==> config.mk <==
export PLATFORM = sky130hd
export DESIGN_NAME = gwa_change_dispenser
export DESIGN_NICKNAME = d
export VERILOG_FILES = /design/src/rtl/gwa_change_dispenser.sv
export SDC_FILE = /design/constraint.sdc
export NUM_CORES = 1
export LEC_CHECK = 0
export ABC_AREA = 1
export BUFFER_PORTS_ARGS = -buffer_cell sky130_fd_sc_hd__buf_2
export CAP_MARGIN = 20
export CORE_MARGIN = 8
export CORE_UTILIZATION = 57
export DETAILED_ROUTE_END_ITERATION = 16
export PLACE_DENSITY = 0.76
export SLEW_MARGIN = 0
export SYNTH_ARGS = -nofsm -noshare
export SYNTH_HDL_FRONTEND = slang
export SYNTH_SLANG_ARGS = --single-unit
==> constraint.sdc <==
create_clock -name clk -period 5.75 [get_ports clk]
set_clock_uncertainty 0.15 [all_clocks]
set_input_delay 0.575 -clock clk [delete_from_list [all_inputs] [get_ports clk]]
set_output_delay 0.575 -clock clk [all_outputs]
set_load 0.03 [all_outputs]
==> src/rtl/gwa_change_dispenser.sv <==
`default_nettype none
// ============================================================================
// Module   : gwa_change_dispenser
// Brief    : Coin-credit change machine with paced C10/C20 payout.
//            Optional RF refund key enabled by the GWA_REFUND_EN macro.
// Revision : 1.0  initial release
// ============================================================================
module gwa_change_dispenser #(
  parameter int MAX_EUR  = 10,
  parameter int CREDIT_W = 8,
  parameter int MIX_C10  = 2,
  parameter int GAP      = 1
) (
  input  logic                clk,
  input  logic                rst,
  input  logic                EU1,
  input  logic                EU2,
  input  logic                WT,
`ifdef GWA_REFUND_EN
  input  logic                RF,
`endif
  output logic                C10_O,
  output logic                C20_O,
  output logic                EU1_O,
  output logic                EU2_O,
  output logic [CREDIT_W-1:0] CREDIT,
  output logic                BUSY
);

  localparam int                AW      = CREDIT_W + 1;
  localparam logic [AW-1:0]     LIMIT   = AW'(MAX_EUR * 10);
  localparam logic [AW-1:0]     EU1_VAL = AW'(10);
  localparam logic [AW-1:0]     EU2_VAL = AW'(20);
  localparam logic [CREDIT_W-1:0] C_ONE    = CREDIT_W'(1);
  localparam logic [CREDIT_W-1:0] C_TWO    = CREDIT_W'(2);
  localparam logic [CREDIT_W-1:0] C_TEN    = CREDIT_W'(10);
  localparam logic [CREDIT_W-1:0] C_TWENTY = CREDIT_W'(20);
  localparam logic [3:0]        MIX_LIM = 4'(MIX_C10);
  localparam logic [2:0]        GAP_LEN = 3'(GAP);

  typedef enum logic [1:0] {
    S_IDLE = 2'd0,
    S_PAY  = 2'd1,
    S_GAP  = 2'd2
  } state_t;

  state_t              state_q, state_d;
  logic [CREDIT_W-1:0] credit_q, credit_d;
  logic [3:0]          mix_q, mix_d;
  logic [2:0]          gap_q, gap_d;
  logic                refund_q, refund_d;
  logic                busy_q, busy_d;
  logic                c10_q, c10_d, c20_q, c20_d;
  logic                eu1o_q, eu1o_d, eu2o_q, eu2o_d;
  logic                eu1_prev_q, eu2_prev_q, wt_prev_q;
  logic                eu1_edge, eu2_edge, wt_edge, rf_edge;

  logic [AW-1:0]       acc;
  logic                pay_go, pay_ref;
  logic [CREDIT_W-1:0] pay_rem, rem_next;
  logic [3:0]          pay_mix;

  assign eu1_edge = EU1 & ~eu1_prev_q;
  assign eu2_edge = EU2 & ~eu2_prev_q;
  assign wt_edge  = WT  & ~wt_prev_q;

`ifdef GWA_REFUND_EN
  logic rf_prev_q;
  assign rf_edge = RF & ~rf_prev_q;

  always_ff @(posedge clk) begin
    if (rst) rf_prev_q <= 1'b0;
    else     rf_prev_q <= RF;
  end
`else
  assign rf_edge = 1'b0;
`endif

  always_ff @(posedge clk) begin
    if (rst) begin
      state_q    <= S_IDLE;
      credit_q   <= '0;
      mix_q      <= '0;
      gap_q      <= '0;
      refund_q   <= 1'b0;
      busy_q     <= 1'b0;
      c10_q      <= 1'b0;
      c20_q      <= 1'b0;
      eu1o_q     <= 1'b0;
      eu2o_q     <= 1'b0;
      eu1_prev_q <= 1'b0;
      eu2_prev_q <= 1'b0;
      wt_prev_q  <= 1'b0;
    end else begin
      state_q    <= state_d;
      credit_q   <= credit_d;
      mix_q      <= mix_d;
      gap_q      <= gap_d;
      refund_q   <= refund_d;
      busy_q     <= busy_d;
      c10_q      <= c10_d;
      c20_q      <= c20_d;
      eu1o_q     <= eu1o_d;
      eu2o_q     <= eu2o_d;
      eu1_prev_q <= EU1;
      eu2_prev_q <= EU2;
      wt_prev_q  <= WT;
    end
  end

  always_comb begin
    state_d  = state_q;
    credit_d = credit_q;
    mix_d    = mix_q;
    gap_d    = gap_q;
    refund_d = refund_q;
    busy_d   = 1'b0;
    c10_d    = 1'b0;
    c20_d    = 1'b0;
    eu1o_d   = 1'b0;
    eu2o_d   = 1'b0;
    acc      = {1'b0, credit_q};
    pay_go   = 1'b0;
    pay_ref  = refund_q;
    pay_rem  = credit_q;
    pay_mix  = mix_q;
    rem_next = credit_q;

    unique case (state_q)
      S_IDLE: begin
        // BUSY is still high in the cycle of the final pulse: keys there count as busy
        if (busy_q) begin
          eu1o_d = eu1_edge;
          eu2o_d = eu2_edge;
        end else begin
          if (eu2_edge) begin
            if (acc + EU2_VAL <= LIMIT) acc = acc + EU2_VAL;
            else                        eu2o_d = 1'b1;
          end
          if (eu1_edge) begin
            if (acc + EU1_VAL <= LIMIT) acc = acc + EU1_VAL;
            else                        eu1o_d = 1'b1;
          end
          credit_d = acc[CREDIT_W-1:0];
          pay_rem  = acc[CREDIT_W-1:0];
          pay_mix  = '0;
          pay_ref  = 1'b0;
          if (wt_edge && acc != '0) begin
            pay_go   = 1'b1;
            refund_d = 1'b0;
          end else if (rf_edge && acc != '0) begin
            pay_go   = 1'b1;
            pay_ref  = 1'b1;
            refund_d = 1'b1;
          end
        end
      end
      S_PAY: begin
        eu1o_d = eu1_edge;
        eu2o_d = eu2_edge;
        pay_go = 1'b1;
      end
      S_GAP: begin
        eu1o_d = eu1_edge;
        eu2o_d = eu2_edge;
        busy_d = 1'b1;
        if (gap_q <= 3'd1) state_d = S_PAY;
        else               gap_d   = gap_q - 3'd1;
      end
      default: state_d = S_IDLE;
    endcase

    // One payout coin; shared by the WT/RF start in IDLE and every PAY visit
    if (pay_go) begin
      busy_d = 1'b1;
      mix_d  = pay_mix;
      if (pay_ref) begin
        if (pay_rem >= C_TWENTY) begin
          eu2o_d   = 1'b1;
          rem_next = pay_rem - C_TWENTY;
        end else if (pay_rem >= C_TEN) begin
          eu1o_d   = 1'b1;
          rem_next = pay_rem - C_TEN;
        end else begin
          rem_next = '0;
        end
      end else if (pay_mix < MIX_LIM && pay_rem != '0) begin
        c10_d    = 1'b1;
        rem_next = pay_rem - C_ONE;
        mix_d    = pay_mix + 4'd1;
      end else if (pay_rem >= C_TWO) begin
        c20_d    = 1'b1;
        rem_next = pay_rem - C_TWO;
      end else begin
        c10_d    = (pay_rem == C_ONE);
        rem_next = '0;
      end
      credit_d = rem_next;
      if (rem_next == '0) begin
        state_d = S_IDLE;
      end else if (GAP_LEN != 3'd0) begin
        state_d = S_GAP;
        gap_d   = GAP_LEN;
      end else begin
        state_d = S_PAY;
      end
    end
  end

  assign C10_O  = c10_q;
  assign C20_O  = c20_q;
  assign EU1_O  = eu1o_q;
  assign EU2_O  = eu2o_q;
  assign CREDIT = credit_q;
  assign BUSY   = busy_q;

endmodule
`default_nettype wire

* Word-level counts from Yosys, hierarchy flattened
Index checks and enable logic that the tools add are counted.
W data, S select, Z words.
** Word-level totals
- Register bits after elaboration :: 25
- Bits of input ports :: 5
- Word-level logic and storage cells :: 87
** Operators by class
- Add/subtract/negate cells :: 6
- $lt $le $gt $ge :: 5
- Equality and inequality tests :: 5
- Multiplexer cells :: 41
- Bitwise gates (word level) :: 7
- Reductions and logical operators :: 11
** Operators with widths (number)
- $mux W9 :: 8
- $mux W8 :: 6
- $le A9 B7 Y1 const B :: 2
- $mux W1 :: 13
- $mux W3 :: 4
- $mux W4 :: 3
- $add A8 B5 Y9 const B :: 1
- $add A9 B4 Y9 const B :: 1
- $reduce_bool A9 Y1 :: 1
- $eq A8 B1 Y1 const B :: 1
- $ge A8 B2 Y1 const B :: 1
- $logic_not A8 Y1 :: 1
- $reduce_bool A8 Y1 :: 1
- $sub A8 B1 Y8 const B :: 1
- $sub A8 B2 Y8 const B :: 1
- $mux W2 :: 3
- $pmux W1 S2 :: 3
- $reduce_or A2 Y1 :: 3
- $add A4 B1 Y4 const B :: 1
- $lt A4 B2 Y1 const B :: 1
- $not A1 Y1 :: 4
- $pmux W2 S2 :: 1
- $and A1 B1 Y1 :: 3
- $le A3 B1 Y1 const B :: 1
- 9 further kinds :: 10

* Longest topological paths before layout
- Depth in word-level cells :: 21
- Depth in mapped cells :: 36
- Depth with buffers taken out :: 36

* Least setup slack after synthesis
OpenSTA, ideal clock, no wires.
- Path type :: register -> register
- Start :: reg credit_q[2], in the netlist CREDIT[2]
- End :: reg gap_q[0]
- Arrival time :: 4176 ps
- Required time :: 5468 ps
- Slack :: 1292 ps
- Stages on the path, launching flop included :: 33
- Path buffers :: 0
- Cells stage by stage :: dfxtp_1 -> inv_1 -> ha_1 -> inv_1 -> nand2_1 -> nand2_1 -> nand2_1 -> nand3_4 -> nand3_2 -> nand2_1 -> nand2_1 -> inv_1 -> ha_1 -> a21boi_0 -> nor2_1 -> nand2_1 -> nand3_4 -> nand3_4 -> nand2_1 -> nand3_1 -> nand2_1 -> ha_1 -> inv_1 -> a21oi_1 -> nand3_1 -> o21ai_0 -> a21oi_1 -> nor2_2 -> nand2_1 -> nor2_1 -> nand2_2 -> nand2_1 -> a21oi_1
** Between the ends
- Cells in the longest elaborated chain, start to end :: 21
** RTL lines
- from (decl) :: line 48 : logic [CREDIT_W-1:0] credit_q, credit_d;
- from (signal assigned) :: line 96 : credit_q <= credit_d;
- $add A8 B5 Y9 :: line 137 : if (acc + EU2_VAL <= LIMIT) acc = acc + EU2_VAL;
- $le A9 B7 Y1 :: line 137
- $mux W9 :: line 137
- $mux W9 :: line 136 : if (eu2_edge) begin
- $mux W9 :: line 132 : if (busy_q) begin
- $mux W9 :: line 129 : unique case (state_q)
- $add A9 B4 Y9 :: line 141 : if (acc + EU1_VAL <= LIMIT) acc = acc + EU1_VAL;
- $le A9 B7 Y1 :: line 141
- [... 5 more ...]
- $mux W8
- $sub A8 B2 Y8, or another cell as far along :: line 193 : rem_next = pay_rem - C_TWO;
- $mux W8 / $logic_and A1 B1 Y1 (equally long branches) :: line 191, 187
- $mux W8 :: line 187 : end else if (pay_mix < MIX_LIM && pay_rem != '0) begin
- $mux W8 :: line 174 : if (pay_go) begin
- $logic_not A8 Y1 :: line 199 : if (rem_next == '0) begin
- $mux W3 :: line 199
- $mux W3 * :: line 174
- to (signal assigned) :: line 98 : gap_q <= gap_d;
- to (decl) :: line 50 : logic [2:0] gap_q, gap_d;
Every way passes the cells marked *; elsewhere a longest branch is shown, timed or not. The select of a mux whose other input is x is not followed.
A chain may end at the register's enable or synchronous reset.

* Final worst setup path
- Start :: reg credit_q[2], in the netlist CREDIT[2]
- End :: reg state_q[1]
** Between the ends
- Cells in the longest elaborated chain, start to end :: 21
** RTL lines
- $add A8 B5 Y9 :: line 137
- $le A9 B7 Y1 :: line 137
- $mux W9 :: line 137
- $mux W9 :: line 136
- $mux W9 :: line 132
- $mux W9 :: line 129
- $add A9 B4 Y9 :: line 141
- $le A9 B7 Y1 :: line 141
- [... 5 more ...]
- $mux W8
- $sub A8 B2 Y8, or another cell as far along :: line 193
- $mux W8 / $logic_and A1 B1 Y1 (equally long branches) :: line 191, 187
- $mux W8 :: line 187
- $mux W8 :: line 174
- $logic_not A8 Y1 :: line 199
- $mux W2 :: line 199
- $mux W2 :: line 174
- to (signal assigned) :: line 95 : state_q <= state_d;
- to (decl) :: line 47 : state_t state_q, state_d;
Parallel ways exist; a longest one is shown, timed or not. The select of a mux whose other input is x is not followed.

==> results.yml <==
timing:
  grt_setup_unrepaired: "no"
  hold_ws_ns: 0.300
  fin_ws_ns: 1.01
  hold_viol: 0
  final.period_utilization: 0.825
  tns_ns: 0
  max_slew_margin: 0.542
  slew_violations: 0
  tightest_slew_ns: 0.685
  setup_viol: 0
  fmax_ghz: 0.211
  period_needed_ns: 4.74
global_routing:
  grtUsageTotal: 0.177
  use_met3: 0.0236
  use_met1: 0.224
  grt_pass1_wl_um: 9290
  top_usage_layer: "met2"
  grt_max_degree: 23
  grtUsageMet2: 0.302
  antenna_found_initial: 0
  grt_pass1_vias: 2095
  grt_overflow: 0
run:
  max-cap-violations: 0
run_status:
  status: "finished, final reports clean"
clock_network:
  insertion_delay_ns: 0.27
  clock-sinks: 25
  htree_levels: 1
  ctsRootBufferMaster: "clkbuf_8"
  clk_pin_slew_worst_paths_ns: 0.09
  cts_made_buffers: 3
  clock_path_buffers: 2
  cts-resized-gates: 0
  postCtsSetupBuffers: 0
  cts_hold_buffers: 0
  cts_tree: "yes"
routing:
  vias: 2287
  wl_per_cell_um: 12.8
  drt_iter0_markers: 142
  avgViaCountPerCell: 5.33
  drc_errors: 0
  wirelength_um: 5480
  drtPass1Iterations: 4
  ant_nets: 0
yosys:
  synth_nets: 387
  synth-main-ff-cell: "dfxtp_1"
  synth_commonest_cells: "nand2_1 (105), inv_1 (53), nand3_1 (34), dfxtp_1 (25), ha_1 (18)"
  synth_cell_types: 32
  avgSynthCellArea_um2: 6.42
  synth_seq_cells: 25
  synth.top_cell.area_share: 0.214
  synth-edff-count: 0
  yosysMostFrequentCell: "nand2_1"
  synth-async-reset-ratio: 0
  syn_inst: 364
  yosys.area.top_type: "dfxtp_1"
  syn_area_um2: 2340
  yosysWarnings: 0
  synthTopCellsByArea: "dfxtp_1 (21%), nand2_1 (17%), ha_1 (9.6%)"
  yosysSeqAreaShare: 0.214
final_layout:
  syn_to_final_growth_pct: 6.80
  ff_latch_area_um2: 500
  final_util: 0.628
  multi_input_area_um2: 1560
  final_nets: 403
  drive_gt1_frac: 0.169
  antenna_cells_inserted: 0
  nFillCells: 390
floorplanning:
  num_rows: 23
  dieArea_um2: 6400
  fp.dieH_um: 80.0
  initial_utilization: 0.588
  core-area_um2: 3970
  die_x_um: 80.0
  ios: 18
setup_path:
  r2r_cells: 34
  cp.buffers_inverters: 5
  max_stage_delay_ns: 0.42
  path_class: "flop to flop"
  crit_path_start_kind: "flop"
  cp.depth: 34
  cp_data_arrival_time_ns: 4.75
  worst_path_most_repeated_cell: "nand2_1"
  path_delay_family: "simple AND/OR/NAND/NOR gates"
  critical_path_required_ns: 5.76
  end_kind: "flop"
  cp_slowest_cell: "dfxtp_1"
  crit_fanout: 10
placed_design:
  port_buffers: 17
  post-dp-hpwl_um: 4260
  gp_congestion: 0.920
  pre_cts_ws_ns: 1.03
worst_hold_path:
  whs_path_depth: 1
  hold_class: "flop to flop"
-- cell usage in the layout, fill, tap and decap left out --
cell type   count
a2111oi_0       2
a21boi_0        1
a21boi_4        1
a21oi_1        11
a31oi_1         1
buf_2          17
clkbuf_8        3
clkinv_1        1
clkinvlp_4      1
dfxtp_1        25
ha_1           18
inv_1          53
inv_2           9
nand2_1       105
nand2_2        13
nand2_4         3
nand3_1        34
nand3_2         6
nand3_4         3
nand4_1        16
nor2_1         17
nor2_2          5
nor3_1          2
nor3b_1         1
o211ai_1        8
o21ai_0         9
o21ai_1         1
o21ai_2         1
o21ai_4         1
o31ai_1         2
or2_2           1
xnor2_1         2
xor2_1          6
-- worst paths after layout --
path	slack (ns)	from	endpoint
worst max-delay path	1.01	CREDIT[2]	state_q[1]
worst min-delay path	0.30	eu2_prev_q	EU2_O
worst min register to register	0.30	eu2_prev_q	EU2_O
worst max register to register	1.01	CREDIT[2]	state_q[1]
-- state kept, by name (all words and copies together), names as in the netlist --
register / count
C10_O: 1
mix_q: 4
wt_prev_q: 1
eu2_prev_q: 1
gap_q: 3
CREDIT: 8
eu1_prev_q: 1
EU1_O: 1
EU2_O: 1
state_q: 2
BUSY: 1
C20_O: 1
-- cell families after synthesis --
logic type / after synthesis / share of synthesized area
xor gates and xnor gates: 8 / 0.0300
DFF: 25 / 0.214
buffers and inverters: 69 / 0.117
AOI/OAI and AO/OA: 38 / 0.109
adders and majority gates: 18 / 0.0964
and+or+nand+nor: 206 / 0.433
-- final cells by class --
class | instances | area share
multi-input combinational | 270 | 0.626
sequential | 25 | 0.201
inverter | 63 | 0.0948
timing repair buffer | 17 | 0.0341
tap | 50 | 0.0251
clock buffer | 3 | 0.0165
clock inverter | 1 | 0.00301
-- routing by layer --
metal  vias to the layer above  wire length (µm)  part of all wire
met2                        53              2590              0.47
met5                         -                 0                 0
met1                      1024              2600              0.47
met4                         0                27            0.0049
li1                       1208                 -                 -
met3                         2               264             0.048
-- through the flow --
step           instances  instance area [µm²]
2_1_floorplan        364                 2340
3_3_place_gp         425                 2450
3_5_place_dp         425                 2450
4_1_cts              429                 2490
5_1_grt              429                 2490
6_report             429                 2490
Power is left out: the tool's default activity adds up to more than one toggle a clock period on the data nets, which glitch-free logic cannot reach.
